[config.mk]
export PLATFORM = sky130hd
export DESIGN_NAME = odbiornik_szeregowy
export DESIGN_NICKNAME = d
export VERILOG_FILES = /design/src/rtl/odbiornik_pkg.sv /design/src/rtl/rejestr_wejsciowy.sv /design/src/rtl/odbiornik_szeregowy.sv
export SDC_FILE = /design/constraint.sdc
export NUM_CORES = 1
export LEC_CHECK = 0
export CELL_PAD_IN_SITES_DETAIL_PLACEMENT = 1
export CELL_PAD_IN_SITES_GLOBAL_PLACEMENT = 1
export CORE_MARGIN = 3
export CORE_UTILIZATION = 39
export DETAILED_ROUTE_END_ITERATION = 6
export MAX_ROUTING_LAYER = met4
export PLACE_DENSITY = 0.79
export SLEW_MARGIN = 15
export SYNTH_ARGS = -nofsm -noshare
export SYNTH_HDL_FRONTEND = slang
export SYNTH_SLANG_ARGS = --single-unit
[constraint.sdc]
create_clock -name CLK -period 2.1 [get_ports CLK]
set_clock_uncertainty 0.2 [all_clocks]
set_input_delay 0.63 -clock CLK [delete_from_list [all_inputs] [get_ports CLK]]
set_output_delay 0.63 -clock CLK [all_outputs]
set_load 0.005 [all_outputs]
[src/rtl/odbiornik_pkg.sv]
// Shared types and constants for the serial-to-parallel receiver.
// Imported by the receiver top and its input shift register.
package odbiornik_pkg;

   typedef enum logic {IDLE, SHIFT} stan_t;

   localparam logic DIR_LSB_FIRST = 1'b0;
   localparam logic DIR_MSB_FIRST = 1'b1;

endpackage

[src/rtl/rejestr_wejsciowy.sv]
// WIDTH-bit input shift register: LSB-first words enter at the top,
// MSB-first words enter at bit 0.
module rejestr_wejsciowy
   import odbiornik_pkg::*;
#(
   parameter int WIDTH = 4
) (
   input  logic             RST,
   input  logic             CLK,
   input  logic             EN,
   input  logic             DIR,
   input  logic             SDI,
   output logic [WIDTH-1:0] D
);

   always_ff @(posedge CLK or negedge RST) begin
      if (!RST) begin
         D <= '0;
      end else if (EN) begin
         if (DIR == DIR_MSB_FIRST) D <= {D[WIDTH-2:0], SDI};
         else                      D <= {SDI, D[WIDTH-1:1]};
      end
   end

endmodule

[src/rtl/odbiornik_szeregowy.sv]
// Serial-to-parallel receiver: assembles WIDTH-bit words from SDI while SEN is high
// and presents them on a valid/ready output with abort and sticky overrun reporting.
module odbiornik_szeregowy
   import odbiornik_pkg::*;
#(
   parameter int WIDTH = 4
) (
   input  logic             CLK,
   input  logic             RST,
   input  logic             SEN,
   input  logic             SDI,
   input  logic             DIR,
   input  logic             READY,
   input  logic             OVR_CLR,
   output logic [WIDTH-1:0] Q,
   output logic             VALID,
   output logic             ABORT,
   output logic             OVR
);

   localparam int CW = $clog2(WIDTH + 1);
   localparam logic [CW-1:0] LAST = CW'(WIDTH - 1);

   stan_t            state_q, state_d;
   logic [CW-1:0]    cnt_q;
   logic             dir_q;
   logic [WIDTH-1:0] sr;
   logic [WIDTH-1:0] word_new;
   logic [WIDTH-1:0] q_q;
   logic             valid_q, abort_q, ovr_q;
   logic             first_bit, dir_eff, word_done, abort_set, overrun;

   rejestr_wejsciowy #(
      .WIDTH (WIDTH)
   ) u_rejestr (
      .RST (RST),
      .CLK (CLK),
      .EN  (SEN),
      .DIR (dir_eff),
      .SDI (SDI),
      .D   (sr)
   );

   always_ff @(posedge CLK or negedge RST) begin
      if (!RST) state_q <= IDLE;
      else      state_q <= state_d;
   end

   always_comb begin
      state_d = state_q;
      unique case (state_q)
         IDLE:  if (SEN)  state_d = SHIFT;
         SHIFT: if (!SEN) state_d = IDLE;
      endcase
   end

   always_comb begin
      first_bit = (cnt_q == '0);
      // The first bit of a word must already shift in the freshly latched order.
      dir_eff   = first_bit ? DIR : dir_q;
      word_done = SEN && (cnt_q == LAST);
      abort_set = (state_q == SHIFT) && !SEN && !first_bit;
      overrun   = word_done && valid_q && !READY;
   end

   // Completion never falls on the first bit, so the latched order is valid here.
   assign word_new = (dir_q == DIR_LSB_FIRST) ? {SDI, sr[WIDTH-1:1]} : {sr[WIDTH-2:0], SDI};

   always_ff @(posedge CLK or negedge RST) begin
      if (!RST) begin
         cnt_q <= '0;
         dir_q <= DIR_LSB_FIRST;
      end else if (SEN) begin
         cnt_q <= word_done ? '0 : cnt_q + CW'(1);
         if (first_bit) dir_q <= DIR;
      end else begin
         cnt_q <= '0;
      end
   end

   always_ff @(posedge CLK or negedge RST) begin
      if (!RST) begin
         q_q     <= '0;
         valid_q <= 1'b0;
         abort_q <= 1'b0;
         ovr_q   <= 1'b0;
      end else begin
         abort_q <= abort_set;
         ovr_q   <= (ovr_q && !OVR_CLR) || overrun;
         if (word_done && (!valid_q || READY)) begin
            q_q     <= word_new;
            valid_q <= 1'b1;
         end else if (READY) begin
            valid_q <= 1'b0;
         end
      end
   end

   assign Q     = q_q;
   assign VALID = valid_q;
   assign ABORT = abort_q;
   assign OVR   = ovr_q;

endmodule

==> flow_metrics.tcl <==
set metrics [dict create \
    p_sw_mw 0.257 \
    yosysSeqAreaShare_pct 51.0 \
    grt_max_degree 20 \
    die_area_sq_um 2590 \
    period_share_pct 94.4 \
    slew_headroom_pct 83.8 \
    crit_chain "clkdlybuf4s50_1" \
    io_buffers 13 \
    worst_pin_slew_ps 242 \
    seqPwrFrac_pct 47.3 \
    hold_viol 0 \
    post_cts_resized 0 \
    leakage_nw 0.461 \
    worstPathRequired_ps 1270 \
    critPathLaunch "Q[2]" \
    initial_utilization_pct 43.2 \
    synth_fp_nets 77 \
    via_per_inst 5.05 \
    r2r_start "cnt_q[0]" \
    worstHoldStart "Q[0]" \
    drive_gt1_share_pct 17.6 \
    irDropWorstVdd_v 0.000468 \
    crit_path_max_incr_delay_ps 500 \
    worst_slack_ps 118 \
    grt_pass1_wl_um 2640 \
    cts_hold_buf 0 \
    path_class "reg -> out" \
    synthFlopType "dfrtp_1" \
    die_w_um 50.9 \
    gp_congestion 0.859 \
    ys_types 21 \
    cpLargestDelayFamily "buffers and inverters" \
    cts_setup_buffers 0 \
    synth_top_area_cell "dfrtp_1" \
    power.internal_mw 0.651 \
    setup_viol 0 \
    drv_cap 0 \
    cp_data_arrival_time_ps 1150 \
    syn_avg_cell_area_sq_um 11.6 \
    layout.nets 95 \
    die_h_um 50.9 \
    num_io_pins 14 \
    wl_per_cell_um 13.6 \
    synth_common_cells "dfrtp_1 (16), nand2_1 (9), inv_1 (8), mux2_4 (5)" \
    h-tree-depth 1 \
    hpwl_um 1140 \
    rsz0062_at_grt "false" \
    syn_area_sq_um 786 \
    grt_pass1_vias 589 \
    netlist.area_leader.share_pct 51.0 \
    cts_max_path_buffers 2 \
    synthTopCellsByArea "dfrtp_1 (51%), mux2_4 (9.6%), o2111ai_1 (4.5%)" \
    firstDrtPassIters 4 \
    status "finished clean" \
    clock-sinks 16 \
    track_usage_pct 14.6 \
    n_fill_cell 207 \
    cts-root-buf "clkbuf_4" \
    cts_buffers 3 \
    period_needed_ps 1980 \
    synth_enable_flop_cells 0 \
    ys.warnings.count 0 \
    utilization_pct 53.7 \
    syn_inst 68 \
    ant_nets 0 \
    drt-total-wl_um 1490 \
    async_flop_share_pct 100 \
    via_count 555 \
    drc_errors 0 \
    num_antenna_cells 0 \
    grt.overflow.total 0 \
    power.share.combinational_pct 30.1 \
    synth-seq-cells 16 \
    worstSetupEndpointType "primary output" \
    clk_pin_slew_ps 100 \
    p_per_area_nw_per_um2 928 \
    hold_class "reg -> reg" \
    clk_latency_ps 280 \
    power.share.clock_pct 22.6 \
    design.core.area_sq_um 1820 \
    crit_slowest_cell "clkdlybuf4s50_1" \
    synth.most_common_cell "dfrtp_1" \
    path_max_fanout 2 \
    path_buf_inv 1 \
    area_growth_pct 24.5 \
    rows 15 \
    fmax_ghz 0.505 \
    antenna_found_initial 0 \
    slew_viol_final 0 \
    setup_tns_ps 0 \
    pre_cts_ws_ps -12.6 \
    drt_iter0_drc 8 \
    cts_tree "built" \
    p_sw_share_pct 28.3 \
    startpoint_type "flop" \
]
## logic make-up (layout without fill, tap and decap cells)
family	count (synthesis)	after routing	synth area share, %
mux	5	5	9.55
flops	16	16	51.0
buf+inv	11	28	7.32
fa+ha+maj	2	2	3.18
simple gates	20	20	15.8
compound gates	14	14	13.2
## path summary, 6_finish.rpt
check	cells past startpoint	to	slack, ps
setup / recovery	1	Q[2]	120
hold / removal	1	Q[0]	320
setup reg to reg	5	u_rejestr.D[1]	440
hold reg to reg	1	Q[0]	320
max in group asynchronous	2	ABORT	1060
min in group asynchronous	2	Q[3]	450
## state kept, by name, summed over array words and instances (netlist names)
name,count
VALID,1
Q,4
ABORT,1
OVR,1
dir_q,1
cnt_q,3
u_rejestr.D,4
state_q,1
## metrics by stage
step / instances / total power [mW] / area (sq um) / hold slack [ps]
5_1_grt: 110 / 0.970 / 978 / 354
6_report: 110 / 0.908 / 978 / 320
2_1_floorplan: 68 / 0.592 / 786 / 134
3_5_place_dp: 106 / 0.713 / 942 / 306
3_3_place_gp: 106 / 0.700 / 942 / 300
4_1_cts: 110 / 0.919 / 978 / 326
## per-layer routing
layer	vias to the layer above	routed length (um)	track usage [%]
met4	0	26	9.42
met2	16	724	22.0
li1	270	-	-
met5	-	0	-
met1	265	650	17.3
met3	4	89	4.08
## power by group through the flow
stage	logic, mW	clock network, mW	registers (mW)
2_1_floorplan	0.169	0	0.423
3_3_place_gp	0.265	0	0.435
3_5_place_dp	0.276	0	0.438
4_1_cts	0.278	0.211	0.431
5_1_grt	0.299	0.227	0.443
6_report	0.273	0.205	0.429
## placed cells by master (no fill, tap or decap)
cell	count
dfrtp_1	16
clkdlybuf4s50_1	13
nand2_1	9
inv_1	8
mux2_4	5
o2111ai_1	4
o221ai_1	4
o21ai_0	3
clkbuf_4	3
buf_4	3
nand2b_1	2
and3_1	2
nor2_1	2
ha_1	2
nor2b_2	1
nor3b_1	1
nand3b_4	1
o22ai_1	1
nand3b_1	1
o21a_1	1
a21oi_1	1
nor2b_4	1
clkbuf_8	1
## area by class of cell
type	count	area [sq um]	share of cell area, %
timing repair buffer	16	153	15.6
tap	25	31.3	3.20
sequential	16	400	40.9
clock buffer	4	36.3	3.71
multi-input combinational	41	328	33.5
inverter	8	30.0	3.07
No activity file was read; power rests on OpenSTA's default activity.
==> variant 1: new RTL, config.mk and constraints unchanged <==
Reset style: synchronous (`RST`), changed in 4 clocked blocks.
--- a/src/rtl/rejestr_wejsciowy.sv
+++ b/src/rtl/rejestr_wejsciowy.sv
@@ -13,7 +13,7 @@
    output logic [WIDTH-1:0] D
 );
 
-   always_ff @(posedge CLK or negedge RST) begin
+   always_ff @(posedge CLK) begin
       if (!RST) begin
          D <= '0;
       end else if (EN) begin
--- a/src/rtl/odbiornik_szeregowy.sv
+++ b/src/rtl/odbiornik_szeregowy.sv
@@ -41,7 +41,7 @@
       .D   (sr)
    );
 
-   always_ff @(posedge CLK or negedge RST) begin
+   always_ff @(posedge CLK) begin
       if (!RST) state_q <= IDLE;
       else      state_q <= state_d;
    end
@@ -66,7 +66,7 @@
    // Completion never falls on the first bit, so the latched order is valid here.
    assign word_new = (dir_q == DIR_LSB_FIRST) ? {SDI, sr[WIDTH-1:1]} : {sr[WIDTH-2:0], SDI};
 
-   always_ff @(posedge CLK or negedge RST) begin
+   always_ff @(posedge CLK) begin
       if (!RST) begin
          cnt_q <= '0;
          dir_q <= DIR_LSB_FIRST;
@@ -78,7 +78,7 @@
       end
    end
 
-   always_ff @(posedge CLK or negedge RST) begin
+   always_ff @(posedge CLK) begin
       if (!RST) begin
          q_q     <= '0;
          valid_q <= 1'b0;
Formal check against the unedited RTL: differs if RST is asserted again (counterexample within 4 cycles, from zero or initial values and one cycle with RST low); with RST held inactive, the same outputs for 10 cycles.
==> variant 1 against the original RTL <==
Sequential cell count unchanged. Synthesized cell count increased by 12%. Wire length increased by 8.1%. Design area decreased by 6.8%. Worst setup slack improved by 10 ps. Core utilization increased by 3.5 points. Area after synthesis decreased by 11%.
Power is not compared: it rests on default switching activity, and its combinational part moved more than twofold at a synthesized area within 25%.
==> variant 1: results (changes against the original RTL) <==
| Metric | Value |
|---|---|
| Sequential fraction of the synthesis area | 0.456 (was 0.510) |
| Worst min-delay path category | reg -> reg (unchanged) |
| Vias per cell | 5.40 (was 5.05) |
| Resized cells post-CTS | 0 (unchanged) |
| Initial antenna violation count | 0 (unchanged) |
| Hold path cells | 2 (was 1) |
| Ratio of cells with drive above 1 in the final layout | 0.106 (was 0.176) |
| Number of global-route vias before repair | 641 (was 589) |
| CTS H-tree lvls | 1 (unchanged) |
| Clock insertion delay at the later pin of the skew report | a little under 300 ps |
| Pleak | between 0.3 and 0.4 nW |
| Post-synth top cells | dfxtp_1 (16), a211oi_1 (8), nor2_1 (8) (was dfrtp_1 (16), nand2_1 (9), inv_1 (8)) |
| DPL Wire Length | 1.17 mm (was 1.14 mm) |
| P_comb | 0.0000723 W |
| Post-CTS setup buffer count | 0 (unchanged) |
| Clk buf depth | 2 (unchanged) |
| Status | complete, no violations (unchanged) |
| Synth top area cells | dfxtp_1 (46%), a211oi_1 (8.5%), mux2i_1 (5.7%) (was dfrtp_1 (51%), mux2_4 (9.6%), o2111ai_1 (4.5%)) |
| P_int | ~0.00046 W |
| Syn nets | 86 (was 77) |
| Fin nets | 105 (was 95) |
| First-pass GRT wire length | 2.82 mm (was 2.64 mm) |
| Starting DRT DRC Count | 4 (was 8) |
| Asr flop ratio synth | 0 (was 1.00) |
| Largest net degree at the start of global routing | 12 (was 20) |
| CP max-delay cell | clkdlybuf4s50_1 (unchanged) |
| Internal reg-to-reg setup slack | 340 ps (was 440 ps) |
| Post-Route WL | 1.61 mm (was 1.49 mm) |
| Worst VDD drop | ~0.00034 V |
| Routability cong. | 0.831 (was 0.859) |
| Antenna cells | 0 (unchanged) |
| Drt pass-1 iters | 4 (unchanged) |
| Inserted Clock Buffers | 3 (unchanged) |
| Max-cap viol count | 0 (unchanged) |
| Worst-Margin Slew | 464 ps (was 242 ps) |
| Clock root cell | clkbuf_4 (unchanged) |
| Crit path largest cell delay | roughly 510 ps |
| All-Layer GR Usage | 0.158 (was 0.146) |
| I/O Buffers | 13 (unchanged) |
| FILL cells | 184 (was 207) |
==> variant 1: cell types whose count changed after synthesis, moves of 5 or more <==
| cell | before | now |
|---|---|---|
| a211oi_1 | 0 | 8 |
| dfrtp_1 | 16 | 0 |
| nand2_1 | 9 | 1 |
| nor2_1 | 2 | 8 |
| mux2_4 | 5 | 0 |
| dfxtp_1 | 0 | 16 |
==> variant 1: cell families after synthesis <==
kind of cell             Yosys count  share of synthesized area
adder cells (fa/ha/maj)            3                     0.0534
flip-flops                        16                      0.456
multiplexers                       4                     0.0569
buffers and inverters             10                     0.0569
AO/OA/AOI/OAI                     24                      0.231
AND/OR/NAND/NOR                   19                      0.146
==> variant 1: final timing paths <==
kind	start	end
min reg2reg	state_q	ABORT
max reg2reg	cnt_q[0]	u_rejestr.D[2]
min	state_q	ABORT
max	OVR	OVR
==> variant 1: area by class of cell <==
type | count | area [um^2] | share of cell area
Sequential cell | 16 | 320 | 0.351
Timing Repair Buffer | 16 | 153 | 0.167
Multi-Input combinational cell | 50 | 343 | 0.376
Clock buffer | 4 | 36.3 | 0.0398
Tap cell | 24 | 30.0 | 0.0329
Inverter | 8 | 30.0 | 0.0329
==> variant 1: layer usage <==
layer,part of all wire,track usage,vias up
li1,-,-,308
met1,0.45,0.181,305
met2,0.48,0.250,19
met3,0.040,0.0337,5
met4,0.024,0.0995,0
met5,0,-,-
==> variant 1: stage by stage <==
step | std cells | setup TNS (ps) | hold WS (ps) | cell area, um^2 | setup WS (ps)
finish | 118 | 0 | 235 | 912 | 128
global route | 118 | 0 | 256 | 912 | 75.1
CTS | 118 | 0 | 244 | 912 | 99.9
detailed placement | 114 | -39.8 | 230 | 876 | -39.8
global placement | 114 | 0 | 218 | 876 | 0.193
floorplan | 76 | 0 | 208 | 703 | 510
==> variant 2: new RTL, same settings <==
Without the edit above. `WIDTH` is set to 4 in 2 places; all go to 8.
--- a/src/rtl/rejestr_wejsciowy.sv
+++ b/src/rtl/rejestr_wejsciowy.sv
@@ -3,7 +3,7 @@
 module rejestr_wejsciowy
    import odbiornik_pkg::*;
 #(
-   parameter int WIDTH = 4
+   parameter int WIDTH = 8
 ) (
    input  logic             RST,
    input  logic             CLK,
--- a/src/rtl/odbiornik_szeregowy.sv
+++ b/src/rtl/odbiornik_szeregowy.sv
@@ -3,7 +3,7 @@
 module odbiornik_szeregowy
    import odbiornik_pkg::*;
 #(
-   parameter int WIDTH = 4
+   parameter int WIDTH = 8
 ) (
    input  logic             CLK,
    input  logic             RST,
Ports: changed (resized Q); port bits go from 14 to 18. The function was not compared with the original's and may differ.
==> variant 2 against the original RTL <==
Total power increased by 33%. Design area increased by 56%. Register-to-register slack got worse by 120 ps. Worst setup slack got worse by 42 ps. Area after synthesis increased by 62%. Sequential cell count increased by 9. Fmax decreased by 2.1%. Non-clock buffer count increased by 8. Final cell count increased by 70%. Wire length increased by 81%.
==> variant 2: results (changes against the original RTL) <==
| Metric | Value |
|---|---|
| Worst min-delay path category | reg -> reg (unchanged) |
| Worst r2r path cells | 6 (was 5) |
| Pleak | 0.721 nW (was 0.461 nW) |
| Resized cells post-CTS | 0 (unchanged) |
| DPL Wire Length | 1.91 mm (was 1.14 mm) |
| Number of global-route vias before repair | 1,013 (was 589) |
| I/O Buffers | 17 (was 13) |
| Crit path largest cell delay | 500 ps (about the same) |
| Syn nets | 133 (was 77) |
| Synth top area cells | dfrtp_1 (49%), mux2_2 (7.1%), a2bb2oi_1 (5.5%) (was dfrtp_1 (51%), mux2_4 (9.6%), o2111ai_1 (4.5%)) |
| Mux contribution to synthesized area | 0.0785 (was 0.0955) |
| Adder-cell share of the synthesized area | 0.0196 (was 0.0318) |
| Sequential fraction of the synthesis area | 0.491 (was 0.510) |
| CP max-delay cell | clkdlybuf4s50_1 (unchanged) |
| Worst VDD drop | 0.000366 V (was 0.000468 V) |
| CTS H-tree lvls | 1 (unchanged) |
| Clk slew on worst S/H paths | 140 ps (was 100 ps) |
| Status | complete, no violations (unchanged) |
| CP endpoint | Q[5] (was Q[2]) |
| Ratio of cells with drive above 1 in the final layout | 0.147 (was 0.176) |
| Drt wl/cell | 14.4 um (was 13.6 um) |
| Vias | 988 (was 555) |
| Clock insertion delay at the later pin of the skew report | 310 ps (was 280 ps) |
| Initial antenna violation count | 0 (unchanged) |
| Fin nets | 153 (was 95) |
| Top Family by Delay on Critical Path | buffers and inverters (unchanged) |
| Crit path DAT | 1190 ps (was 1150 ps) |
| Main synth FF type | dfrtp_1 (unchanged) |
| Unique cell type count in the Yosys netlist | 29 (was 21) |
| Crit Path Max Fanout | 2 (unchanged) |
| First-pass GRT wire length | 4.88 mm (was 2.64 mm) |
| Drt pass-1 iters | 4 (unchanged) |
| XOR/XNOR Fraction of Synth Area | 0.00687 (was 0) |
| Worst-Margin Slew | 318 ps (was 242 ps) |
| Worst R2R End | u_rejestr.D[1] (unchanged) |
| Crit path from | Q[5] (was Q[2]) |
| Starting DRT DRC Count | 41 (was 8) |
| Post-synth top cells | dfrtp_1 (25), inv_1 (11), nand2_1 (9), nor2_1 (9), o211ai_1 (9) (was dfrtp_1 (16), nand2_1 (9), inv_1 (8)) |
| Clk buf depth | 2 (unchanged) |
| Yosys warns | 0 (unchanged) |
| Clock root cell | clkbuf_4 (unchanged) |
| Largest net degree at the start of global routing | 26 (was 20) |
| Routability cong. | 0.757 (was 0.859) |
| Post-synth EDFFs | 0 (unchanged) |
| FILL cells | 351 (was 207) |
| Internal reg-to-reg setup slack | 320 ps (was 440 ps) |
| Post-CTS setup buffer count | 0 (unchanged) |
| Inserted Clock Buffers | 3 (unchanged) |
| Asr flop ratio synth | 1.00 (unchanged) |
| Antenna cells | 0 (unchanged) |
| Compound-gate portion of the synthesized area | 0.189 (was 0.132) |
| All-Layer GR Usage | 0.156 (was 0.146) |
## variant 2: cell count changes after synthesis, sizes merged, moves of 2 or more
| cell | change |
|---|---|
| dfrtp | +9 |
| inv | +3 |
| o211ai | +9 |
| o2111ai | -4 |
| buf | +2 |
| a31oi | +8 |
| o221ai | -4 |
| a2bb2oi | +8 |
| mux2 | +3 |
| clkbuf | +4 |
| o21ai | +5 |
| nor2 | +7 |
## variant 2: area by class of cell
| class | count | share of cell area |
|---|---|---|
| multi-input combinational | 78 | 0.361 |
| clock buffer | 3 | 0.0147 |
| clock inverter | 1 | 0.00327 |
| timing repair buffer | 24 | 0.147 |
| tap | 44 | 0.0360 |
| inverter | 12 | 0.0294 |
| sequential | 25 | 0.409 |
## variant 2: where the power goes
part	internal [W]	switching, W
Combinational	0.000188	0.000177
Sequential	0.000554	0.0000775
Clock	0.0000712	0.000142
Total	0.000813	0.000396
## variant 2: kinds of logic (layout without fill, tap and decap cells)
| family | Yosys count | in the layout |
|---|---|---|
| flops | 25 | 25 |
| compound gates | 35 | 35 |
| buf+inv | 21 | 40 |
| simple gates | 31 | 31 |
| fa+ha+maj | 2 | 2 |
| xor+xnor | 1 | 1 |
| mux | 9 | 9 |
## variant 2: worst min-delay path by stage
stage             to  cells past startpoint  startpoint
2_1_floorplan  ABORT                      0         RST
3_3_place_gp    Q[7]                      1        Q[7]
3_5_place_dp    Q[2]                      1        Q[2]
4_1_cts         Q[1]                      1        Q[1]
5_1_grt         Q[1]                      1        Q[1]
6_report        Q[2]                      1        Q[2]
## variant 2: metal layers
metal	global-route usage	wire, um	vias to the layer above	share of wire
met3	0.0214	79	2	0.029
li1	-	-	476	-
met1	0.207	1300	490	0.48
met5	-	0	-	0
met4	0.0404	15	0	0.0056
met2	0.252	1300	20	0.48
## variant 2: through the flow
stage	worst slack (ps)	std cells	hold slack [ps]	area [um^2]
after global routing	1.62	187	346	1530
after detailed placement	-189	183	296	1500
after floorplan	402	124	134	1270
after CTS	60.4	187	327	1530
after global placement	-137	183	292	1500
final	76.2	187	321	1530
